`src/rtl/layer_compositor.sv`:
```
// Priority layer compositor with 800x521 raster timing (640x480 visible) and an
// AXI-lite write port that feeds external layer memories and the control registers.
module layer_compositor #(
    parameter int                     LAYER_COUNT = 3,
    parameter int                     COLOR_WIDTH = 12,
    parameter int                     INT_WIDTH   = 16,
    parameter int                     ADDR_WIDTH  = 24,
    parameter int                     DATA_WIDTH  = 32,
    parameter int                     PIX_DIV     = 2,
    parameter logic [COLOR_WIDTH-1:0] KEY         = 12'hFFF
) (
    input  logic                               clk,
    input  logic                               rst,
    input  logic [ADDR_WIDTH-1:0]              axil_awaddr,
    input  logic [2:0]                         axil_awprot,
    input  logic                               axil_awvalid,
    output logic                               axil_awready,
    input  logic [DATA_WIDTH-1:0]              axil_wdata,
    input  logic [DATA_WIDTH/8-1:0]            axil_wstrb,
    input  logic                               axil_wvalid,
    output logic                               axil_wready,
    output logic [1:0]                         axil_bresp,
    output logic                               axil_bvalid,
    input  logic                               axil_bready,
    output logic [ADDR_WIDTH-8:0]              layer_waddr,
    output logic [DATA_WIDTH-1:0]              layer_wdata,
    output logic [LAYER_COUNT-1:0]             layer_wen,
    output logic                               pix_en,
    output logic [INT_WIDTH-1:0]               x,
    output logic [INT_WIDTH-1:0]               y,
    input  logic [LAYER_COUNT*COLOR_WIDTH-1:0] layer_pixel,
    output logic [COLOR_WIDTH/3-1:0]           red,
    output logic [COLOR_WIDTH/3-1:0]           green,
    output logic [COLOR_WIDTH/3-1:0]           blue,
    output logic                               hsync,
    output logic                               vsync
);

    localparam int CNT_W = (PIX_DIV > 1) ? $clog2(PIX_DIV) : 1;
    localparam int CH_W  = COLOR_WIDTH / 3;
    localparam logic [CNT_W-1:0]     PIX_LAST = CNT_W'(PIX_DIV - 1);
    localparam logic [INT_WIDTH-1:0] H_LAST   = INT_WIDTH'(799);
    localparam logic [INT_WIDTH-1:0] V_LAST   = INT_WIDTH'(520);
    localparam logic [INT_WIDTH-1:0] H_VIS    = INT_WIDTH'(640);
    localparam logic [INT_WIDTH-1:0] V_VIS    = INT_WIDTH'(480);
    localparam logic [INT_WIDTH-1:0] HS_START = INT_WIDTH'(656);
    localparam logic [INT_WIDTH-1:0] HS_END   = INT_WIDTH'(751);
    localparam logic [INT_WIDTH-1:0] VS_START = INT_WIDTH'(490);
    localparam logic [INT_WIDTH-1:0] VS_END   = INT_WIDTH'(491);
    localparam logic [4:0]           LAYER_LIMIT = 5'(LAYER_COUNT);
    localparam logic [ADDR_WIDTH-4:0] OFF_MASK = '0;
    localparam logic [ADDR_WIDTH-4:0] OFF_BG   = (ADDR_WIDTH-3)'(1);

    typedef enum logic {IDLE, RESP} axiState_t;

    logic [CNT_W-1:0]       pixCnt_q, pixCnt_d;
    logic                   pixEn_q, pixEn_d;
    logic [INT_WIDTH-1:0]   x_q, x_d, y_q, y_d;
    logic [COLOR_WIDTH-1:0] rgb_q, rgb_d;
    logic                   hsync_q, hsync_d, vsync_q, vsync_d;

    axiState_t              state_q;
    logic                   accReady_q;
    logic                   bValid_q;
    logic [1:0]             bResp_q;
    logic [LAYER_COUNT-1:0] wen_q;
    logic [ADDR_WIDTH-8:0]  waddr_q;
    logic [DATA_WIDTH-1:0]  wdata_q;
    logic [LAYER_COUNT-1:0] mask_q;
    logic [COLOR_WIDTH-1:0] bg_q;

    logic                   isCtrl, idxValid, handshake;
    logic [3:0]             layerIdx;
    logic [ADDR_WIDTH-4:0]  ctrlOffset;
    logic [LAYER_COUNT-1:0] wenHot, maskWr;
    logic [COLOR_WIDTH-1:0] bgWr, composite;
    logic                   visible;
    logic                   unused_ok;

    assign unused_ok = ^{axil_awprot, axil_awaddr[1:0]};

    // Pixel divider and raster counters; x/y only move on the tick.
    always_comb begin
        pixCnt_d = (pixCnt_q == PIX_LAST) ? '0 : pixCnt_q + 1'b1;
        pixEn_d  = (pixCnt_d == PIX_LAST);
        x_d      = x_q;
        y_d      = y_q;
        if (pixEn_q) begin
            if (x_q == H_LAST) begin
                x_d = '0;
                y_d = (y_q == V_LAST) ? '0 : y_q + 1'b1;
            end else begin
                x_d = x_q + 1'b1;
            end
        end
    end

    // Lowest enabled, non-transparent layer wins; background otherwise.
    always_comb begin
        composite = bg_q;
        for (int k = LAYER_COUNT - 1; k >= 0; k--) begin
            if (mask_q[k] && (layer_pixel[k*COLOR_WIDTH +: COLOR_WIDTH] != KEY))
                composite = layer_pixel[k*COLOR_WIDTH +: COLOR_WIDTH];
        end
        visible = (x_q < H_VIS) && (y_q < V_VIS);
        rgb_d   = pixEn_q ? (visible ? composite : '0) : rgb_q;
        hsync_d = pixEn_q ? !((x_q >= HS_START) && (x_q <= HS_END)) : hsync_q;
        vsync_d = pixEn_q ? !((y_q >= VS_START) && (y_q <= VS_END)) : vsync_q;
    end

    always_ff @(posedge clk) begin
        if (rst) begin
            pixCnt_q <= '0;
            pixEn_q  <= 1'b0;
            x_q      <= '0;
            y_q      <= '0;
            rgb_q    <= '0;
            hsync_q  <= 1'b1;
            vsync_q  <= 1'b1;
        end else begin
            pixCnt_q <= pixCnt_d;
            pixEn_q  <= pixEn_d;
            x_q      <= x_d;
            y_q      <= y_d;
            rgb_q    <= rgb_d;
            hsync_q  <= hsync_d;
            vsync_q  <= vsync_d;
        end
    end

    // Write decode; control writes merge byte lanes into the current register value.
    always_comb begin
        isCtrl     = axil_awaddr[ADDR_WIDTH-1];
        layerIdx   = axil_awaddr[ADDR_WIDTH-2 -: 4];
        ctrlOffset = axil_awaddr[ADDR_WIDTH-2:2];
        idxValid   = ({1'b0, layerIdx} < LAYER_LIMIT);
        handshake  = accReady_q && axil_awvalid && axil_wvalid;
        wenHot     = '0;
        for (int k = 0; k < LAYER_COUNT; k++) begin
            if ((layerIdx == 4'(k)) && (axil_wstrb != '0))
                wenHot[k] = 1'b1;
        end
        maskWr = mask_q;
        for (int b = 0; b < LAYER_COUNT; b++) begin
            if (axil_wstrb[b/8])
                maskWr[b] = axil_wdata[b];
        end
        bgWr = bg_q;
        for (int b = 0; b < COLOR_WIDTH; b++) begin
            if (axil_wstrb[b/8])
                bgWr[b] = axil_wdata[b];
        end
    end

    // Ready is raised one clk after both valids are seen, so it never fires on a lone channel.
    always_ff @(posedge clk) begin
        if (rst) begin
            state_q    <= IDLE;
            accReady_q <= 1'b0;
            bValid_q   <= 1'b0;
            bResp_q    <= 2'b00;
            wen_q      <= '0;
            waddr_q    <= '0;
            wdata_q    <= '0;
            mask_q     <= '1;
            bg_q       <= '0;
        end else begin
            wen_q <= '0;
            case (state_q)
                IDLE: begin
                    if (handshake) begin
                        accReady_q <= 1'b0;
                        bValid_q   <= 1'b1;
                        bResp_q    <= 2'b00;
                        state_q    <= RESP;
                        if (isCtrl) begin
                            if (ctrlOffset == OFF_MASK)
                                mask_q <= maskWr;
                            else if (ctrlOffset == OFF_BG)
                                bg_q <= bgWr;
                        end else begin
                            waddr_q <= axil_awaddr[ADDR_WIDTH-6:2];
                            wdata_q <= axil_wdata;
                            wen_q   <= wenHot;
                            if (!idxValid)
                                bResp_q <= 2'b10;
                        end
                    end else begin
                        accReady_q <= axil_awvalid && axil_wvalid && !accReady_q;
                    end
                end
                RESP: begin
                    if (axil_bready) begin
                        bValid_q <= 1'b0;
                        bResp_q  <= 2'b00;
                        state_q  <= IDLE;
                    end
                end
            endcase
        end
    end

    assign axil_awready = accReady_q;
    assign axil_wready  = accReady_q;
    assign axil_bvalid  = bValid_q;
    assign axil_bresp   = bResp_q;
    assign layer_wen    = wen_q;
    assign layer_waddr  = waddr_q;
    assign layer_wdata  = wdata_q;
    assign pix_en       = pixEn_q;
    assign x            = x_q;
    assign y            = y_q;
    assign red          = rgb_q[COLOR_WIDTH-1 -: CH_W];
    assign green        = rgb_q[2*CH_W-1 -: CH_W];
    assign blue         = rgb_q[CH_W-1:0];
    assign hsync        = hsync_q;
    assign vsync        = vsync_q;

endmodule
```
`config.mk`:
```
export PLATFORM = sky130hd
export DESIGN_NAME = layer_compositor
export DESIGN_NICKNAME = d
export VERILOG_FILES = /design/src/rtl/layer_compositor.sv
export SDC_FILE = /design/constraint.sdc
export NUM_CORES = 1
export LEC_CHECK = 0
export ABC_AREA = 1
export CAP_MARGIN = 20
export CORE_MARGIN = 2
export CORE_UTILIZATION = 45
export DETAILED_ROUTE_END_ITERATION = 10
export PLACE_DENSITY = 0.8
export SKIP_CTS_REPAIR_TIMING = 1
export SYNTH_ARGS = -nofsm -noshare
export SYNTH_HDL_FRONTEND = slang
export SYNTH_SLANG_ARGS = --single-unit
```
`constraint.sdc`:
```
create_clock -name clk -period 1.9 [get_ports clk]
set_input_delay 0.38 -clock clk [delete_from_list [all_inputs] [get_ports clk]]
set_output_delay 0.38 -clock clk [all_outputs]
set_load 0.01 [all_outputs]
```
==> flow_metrics.tcl, run 1 <==
set metrics [dict create \
    pin_count 208 \
    required_ns 1.52 \
    first_iter_violations 395 \
    dr.pass1.iters 5 \
    rsz0062_at_grt "false" \
    grt_max_degree 40 \
    die_height_um 118 \
    crit_chain "clkdlybuf4s50_1" \
    cp-end-kind "output pin" \
    slowest_stage "clkdlybuf4s50_1" \
    relSlewSlack_pct 55.5 \
    synth_cell_types 39 \
    grt_pass1_wl_um 29400 \
    fin_util_pct 69.7 \
    max_freq_ghz 0.545 \
    synth_area_per_cell_um2 6.63 \
    routed_wl_um 17800 \
    cts.path.max_buffers 2 \
    vias 6524 \
    grt-ovfl-total 0 \
    reg2reg_setup_slack_ns 0.17 \
    hold_ws_ns 0.453 \
    layout_common_cells "clkdlybuf4s50_1, nand2_1, nor2_1" \
    drc 0 \
    clk_pin_slew_ns 0.06 \
    ys_ff_latch 118 \
    grtUsageTotal_pct 25.8 \
    place_hpwl_um 13000 \
    cap_violations 0 \
    hp-class "reg -> reg" \
    critical_path_class "reg -> out" \
    dpl.cell_count 1258 \
    grt_pass1_vias 6185 \
    start_util_pct 46.3 \
    cts_max_level 4 \
    io_buffers 201 \
    cts_inserted_buffers 17 \
    die-area_um2 14000 \
    antenna_found_initial 0 \
    wl_per_cell_um 13.8 \
    globalplace.congestion 0.915 \
    synthesis.area_um2 5860 \
    fill_cells 1075 \
    avgViaCountPerCell 5.06 \
    cp.arrival_ns 1.46 \
    cellPowerDensity_nw_per_um2 683 \
    cts_tree "built" \
    layout_commonest_cell "clkdlybuf4s50_1" \
    cts.root.buffer_cell "clkbuf_16" \
    areaGrowthSynthToFinish_pct 50.6 \
    ys_seq_area_share_pct 40.3 \
    final_nets 1216 \
    fp.dieW_um 118 \
    hold_viol_final 0 \
    clkSinkCount 118 \
    path_buf_inv 1 \
    syn-num-nets 992 \
    syn_inst 884 \
    ant_nets 0 \
    final.period_utilization_pct 96.6 \
    core_um2 12700 \
    setup_viol 0 \
    cp_top_family "buffers and inverters" \
    crit_path_max_fanout 6 \
    drive_above_1_share_pct 9.13 \
    ys.warnings.count 0 \
    final_cells 1289 \
    status "finished, final reports clean" \
    worst_pin_slew_ns 0.663 \
    fin_crit_ns 1.84 \
    num_antenna_cells 0 \
    rows 41 \
    peakVddDrop_mv 0.608 \
    power.leakage_uw 0.00361 \
    clk_latency_ns 0.41 \
    cpPeakStageDelay_ns 0.59 \
    start_kind "flip-flop" \
    slew_viol_final 0 \
    worst_clock_skew_ns 0.00768 \
    total_power_uw 6030 \
]
## power breakdown
part	switching [uW]	total [uW]	leakage [uW]	internal [uW]
logic	244	586	0.00239	342
registers	32.0	2550	0.000959	2520
clock network	1070	2890	0.000261	1820
total	1340	6030	0.00361	4680
## final cells by class
type | instances | area (um2) | share of cell area [%]
flip-flops and latches | 118 | 2370 | 26.9
well taps | 172 | 215 | 2.44
clock buffers | 22 | 464 | 5.26
multi-input cells | 646 | 2990 | 33.9
clock inverters | 6 | 55.1 | 0.624
inverters | 82 | 313 | 3.54
repair buffers | 243 | 2410 | 27.4
## cells in the mapped netlist
| cell | number | area (um2) |
|---|---|---|
| a211oi_1 | 1 | 7.51 |
| a21oi_1 | 35 | 175 |
| a31o_2 | 1 | 8.76 |
| a31oi_1 | 4 | 25.0 |
| buf_1 | 3 | 11.3 |
| buf_2 | 10 | 50.1 |
| buf_4 | 9 | 67.6 |
| buf_6 | 1 | 11.3 |
| clkbuf_1 | 15 | 56.3 |
| clkinv_1 | 1 | 3.75 |
| clkinv_2 | 1 | 5.00 |
| conb_1 | 1 | 3.75 |
| dfxtp_1 | 118 | 2360 |
| ha_1 | 4 | 50.1 |
| inv_1 | 76 | 285 |
| inv_2 | 4 | 15.0 |
| nand2_1 | 184 | 691 |
| nand2_2 | 1 | 6.26 |
| nand3_1 | 89 | 445 |
| nand3_2 | 3 | 30.0 |
| nand3_4 | 1 | 17.5 |
| nand3b_1 | 1 | 7.51 |
| nand4_1 | 19 | 119 |
| nor2_1 | 180 | 676 |
| nor2_2 | 7 | 43.8 |
| nor2_4 | 3 | 33.8 |
| nor3_1 | 25 | 125 |
| nor3_2 | 1 | 10.0 |
| nor3_4 | 1 | 16.3 |
| nor3b_1 | 2 | 15.0 |
| nor4_1 | 4 | 25.0 |
| o21a_1 | 2 | 15.0 |
| o21ai_0 | 55 | 275 |
| o21ai_1 | 1 | 5.00 |
| o21ai_2 | 1 | 8.76 |
| o21bai_1 | 8 | 60.1 |
| o22ai_1 | 1 | 6.26 |
| or2_2 | 2 | 12.5 |
| xor2_1 | 9 | 78.8 |
## routing by layer
layer / global-route usage [%] / part of all wire, % / routed length, um / vias up
met5: 0 / 0 / 0 / -
met4: 9.79 / 2.2 / 401 / 0
met3: 8.67 / 8.2 / 1460 / 37
met2: 42.7 / 49 / 8660 / 258
met1: 30.9 / 41 / 7320 / 2923
li1: - / - / - / 3306
## cell families after synthesis
group / synth area share (%)
flops: 40.3
simple gates: 38.8
fa+ha+maj: 0.854
buf+inv: 8.62
xor+xnor: 1.35
compound gates: 10.0
other cells: 0.0640
## state kept, by name, summed over array words and instances, names as in the netlist
| name | cells |
|---|---|
| layer_wdata | 32 |
| layer_waddr | 17 |
| x | 16 |
| y | 16 |
| bg_q | 12 |
| rgb_q | 12 |
| layer_wen | 3 |
| mask_q | 3 |
| axil_awready | 1 |
| axil_bresp | 1 |
| axil_bvalid | 1 |
| hsync | 1 |
| pix_en | 1 |
| state_q | 1 |
| vsync | 1 |
## per-stage QoR
stage / instance area, um2 / worst slack (ns) / setup TNS [ns]
final: 8830 / 0.0646 / 0
after global routing: 8830 / 0.00690 / 0
after CTS: 8790 / -0.0728 / -0.111
after detailed placement: 8270 / -0.0787 / -1.28
after global placement: 8270 / -0.0576 / -0.618
after floorplan: 5860 / 0.387 / 0
## worst register-to-register path, stage by stage (launching register included)
cell     delay [ns]
dfxtp_1        0.42
ha_1           0.24
nand2_1        0.11
nor2_2         0.13
nand2_1        0.10
nor2_2         0.15
nand2_1        0.15
nor2_2         0.16
nand3_1        0.08
nand2_1        0.06
nor2_1         0.03
## path summary, 6_finish.rpt
check        startpoint       end  depth (start not counted)
min reg2reg    rgb_q[8]  rgb_q[8]                          2
max                x[7]      x[7]                          1
min            rgb_q[8]  rgb_q[8]                          2
max reg2reg        x[0]     x[12]                         10
Note: power is estimated with default switching activity, not from simulation.
==> run 2: changes to the inputs <==
- SETUP_SLACK_MARGIN: default -> 0.5
==> run 2 against run 1 <==
  * Die area did not move
  * Combinational power rose by 24%
  * Flip-flop and latch count is the same
==> flow_metrics.tcl, run 2 (synthesis results as in run 1) <==
set metrics [dict create \
    status "finished, final reports clean" \
    grt_pass1_vias 6104 \
    routed_wl_um 27300 \
    grt-ovfl-total 0 \
    hold_viol_final 0 \
    cellPowerDensity_nw_per_um2 614 \
    cap_violations 0 \
    cts.root.buffer_cell "clkbuf_16" \
    rsz0062_at_grt "true" \
    clkSinkCount 118 \
    pin_count 208 \
    die_height_um 118 \
    first_iter_violations 1059 \
    critical_path_class "in -> reg" \
    place_hpwl_um 13000 \
    cts_tree "built" \
    globalplace.congestion 0.914 \
    drive_above_1_share_pct 31.0 \
    fin_util_pct 84.7 \
    start_util_pct 46.3 \
    cp-end-kind "flip-flop" \
    dp_slack_ns -0.0921 \
    layout_commonest_cell "nand2_1" \
    largest_reg_flops 32 \
    final.period_utilization_pct 88.3 \
    layout_common_cells "nand2_1, dlymetal6s2s_1, nor2_1" \
    core_um2 12700 \
    cts_max_level 4 \
    cpPeakStageDelay_ns 0.25 \
    grtUsageTotal_pct 26.1 \
    slew_viol_final 0 \
    grt_pass1_wl_um 29600 \
    rows 41 \
    hp-class "in -> reg" \
    areaGrowthSynthToFinish_pct 83.2 \
    clk_latency_ns 0.43 \
    drc 0 \
    crit_path_max_fanout 15 \
    avgViaCountPerCell 5.79 \
    worst_clock_skew_ns 0.0191 \
    slowest_stage "nor2_1" \
    clk_pin_slew_ns 0.06 \
    finalWorstSetupSlack_ns 0.223 \
    total_power_uw 6590 \
    io_buffers 201 \
    power.leakage_uw 0.00601 \
    hold_ws_ns 0.276 \
    start_kind "input port" \
    wl_per_cell_um 20.5 \
    cp.arrival_ns 1.99 \
    fill_cells 630 \
    vias 7700 \
    cts.path.max_buffers 2 \
    antenna_found_initial 0 \
    required_ns 2.22 \
    cts_inserted_buffers 17 \
    grt_max_degree 67 \
    final_nets 1254 \
    max_freq_ghz 0.596 \
    dr.pass1.iters 6 \
    ant_nets 0 \
    num_antenna_cells 0 \
    fp.dieW_um 118 \
    fin_crit_ns 1.68 \
    die-area_um2 14000 \
    crit_chain "dlymetal6s2s_1, inv_1, nand2_1, nor2_1, nand2_1, nor2_2, nand3_2, buf_12, buf_4, nor3_1, nor2_1" \
    setup_viol 0 \
    peakVddDrop_mv 0.778 \
]
-- run 2: worst max-delay path: cells and delay by family --
kind	cells	cell delay, ns
and+or+nand+nor	7	1.06
buffers and inverters	4	0.53
-- run 2: path summary, 6_finish.rpt --
check	startpoint	end	slack (ns)	cells after the start
worst max-delay path	axil_awaddr[7]	bg_q[3]	0.22	11
worst min-delay path	axil_awaddr[8]	layer_waddr[6]	0.28	3
worst max register to register	axil_awready	layer_wdata[6]	0.23	9
worst min register to register	rgb_q[7]	rgb_q[7]	0.45	2
-- run 2: where the power goes --
part           internal [uW]  total, uW  leakage [uW]  switching, uW
Sequential              2500       2540      0.000975           40.6
Clock                   2050       3320      0.000284           1270
Combinational            366        727       0.00475            361
Total                   4920       6590       0.00601           1670
-- run 2: layout make-up --
| class | count | area (um2) | area share, % |
|---|---|---|---|
| Multi-Input combinational cell | 649 | 3930 | 36.6 |
| Sequential cell | 118 | 2440 | 22.8 |
| Tap cell | 172 | 215 | 2.00 |
| Timing Repair Buffer | 277 | 3200 | 29.8 |
| Timing Repair inverter | 1 | 11.3 | 0.105 |
| Clock buffer | 19 | 464 | 4.32 |
| Clock inverter | 13 | 144 | 1.34 |
| Inverter | 82 | 323 | 3.01 |
-- run 2: per-layer routing --
metal	part of all wire (%)	global-route usage [%]	vias to the layer above
met5	0	0	-
met4	5.7	8.66	0
met3	8.9	9.45	144
met2	50	43.9	525
met1	36	30.8	3643
li1	-	-	3388
-- run 2: per-stage QoR --
step                      std cells  instance area [um2]  setup TNS [ns]
after CTS                      1278                 8820         -0.0822
final                          1331                10700               0
after global placement         1246                 8210           -1.40
after detailed placement       1246                 8210           -2.22
after floorplan                 884                 5900               0
after global routing           1331                10700               0
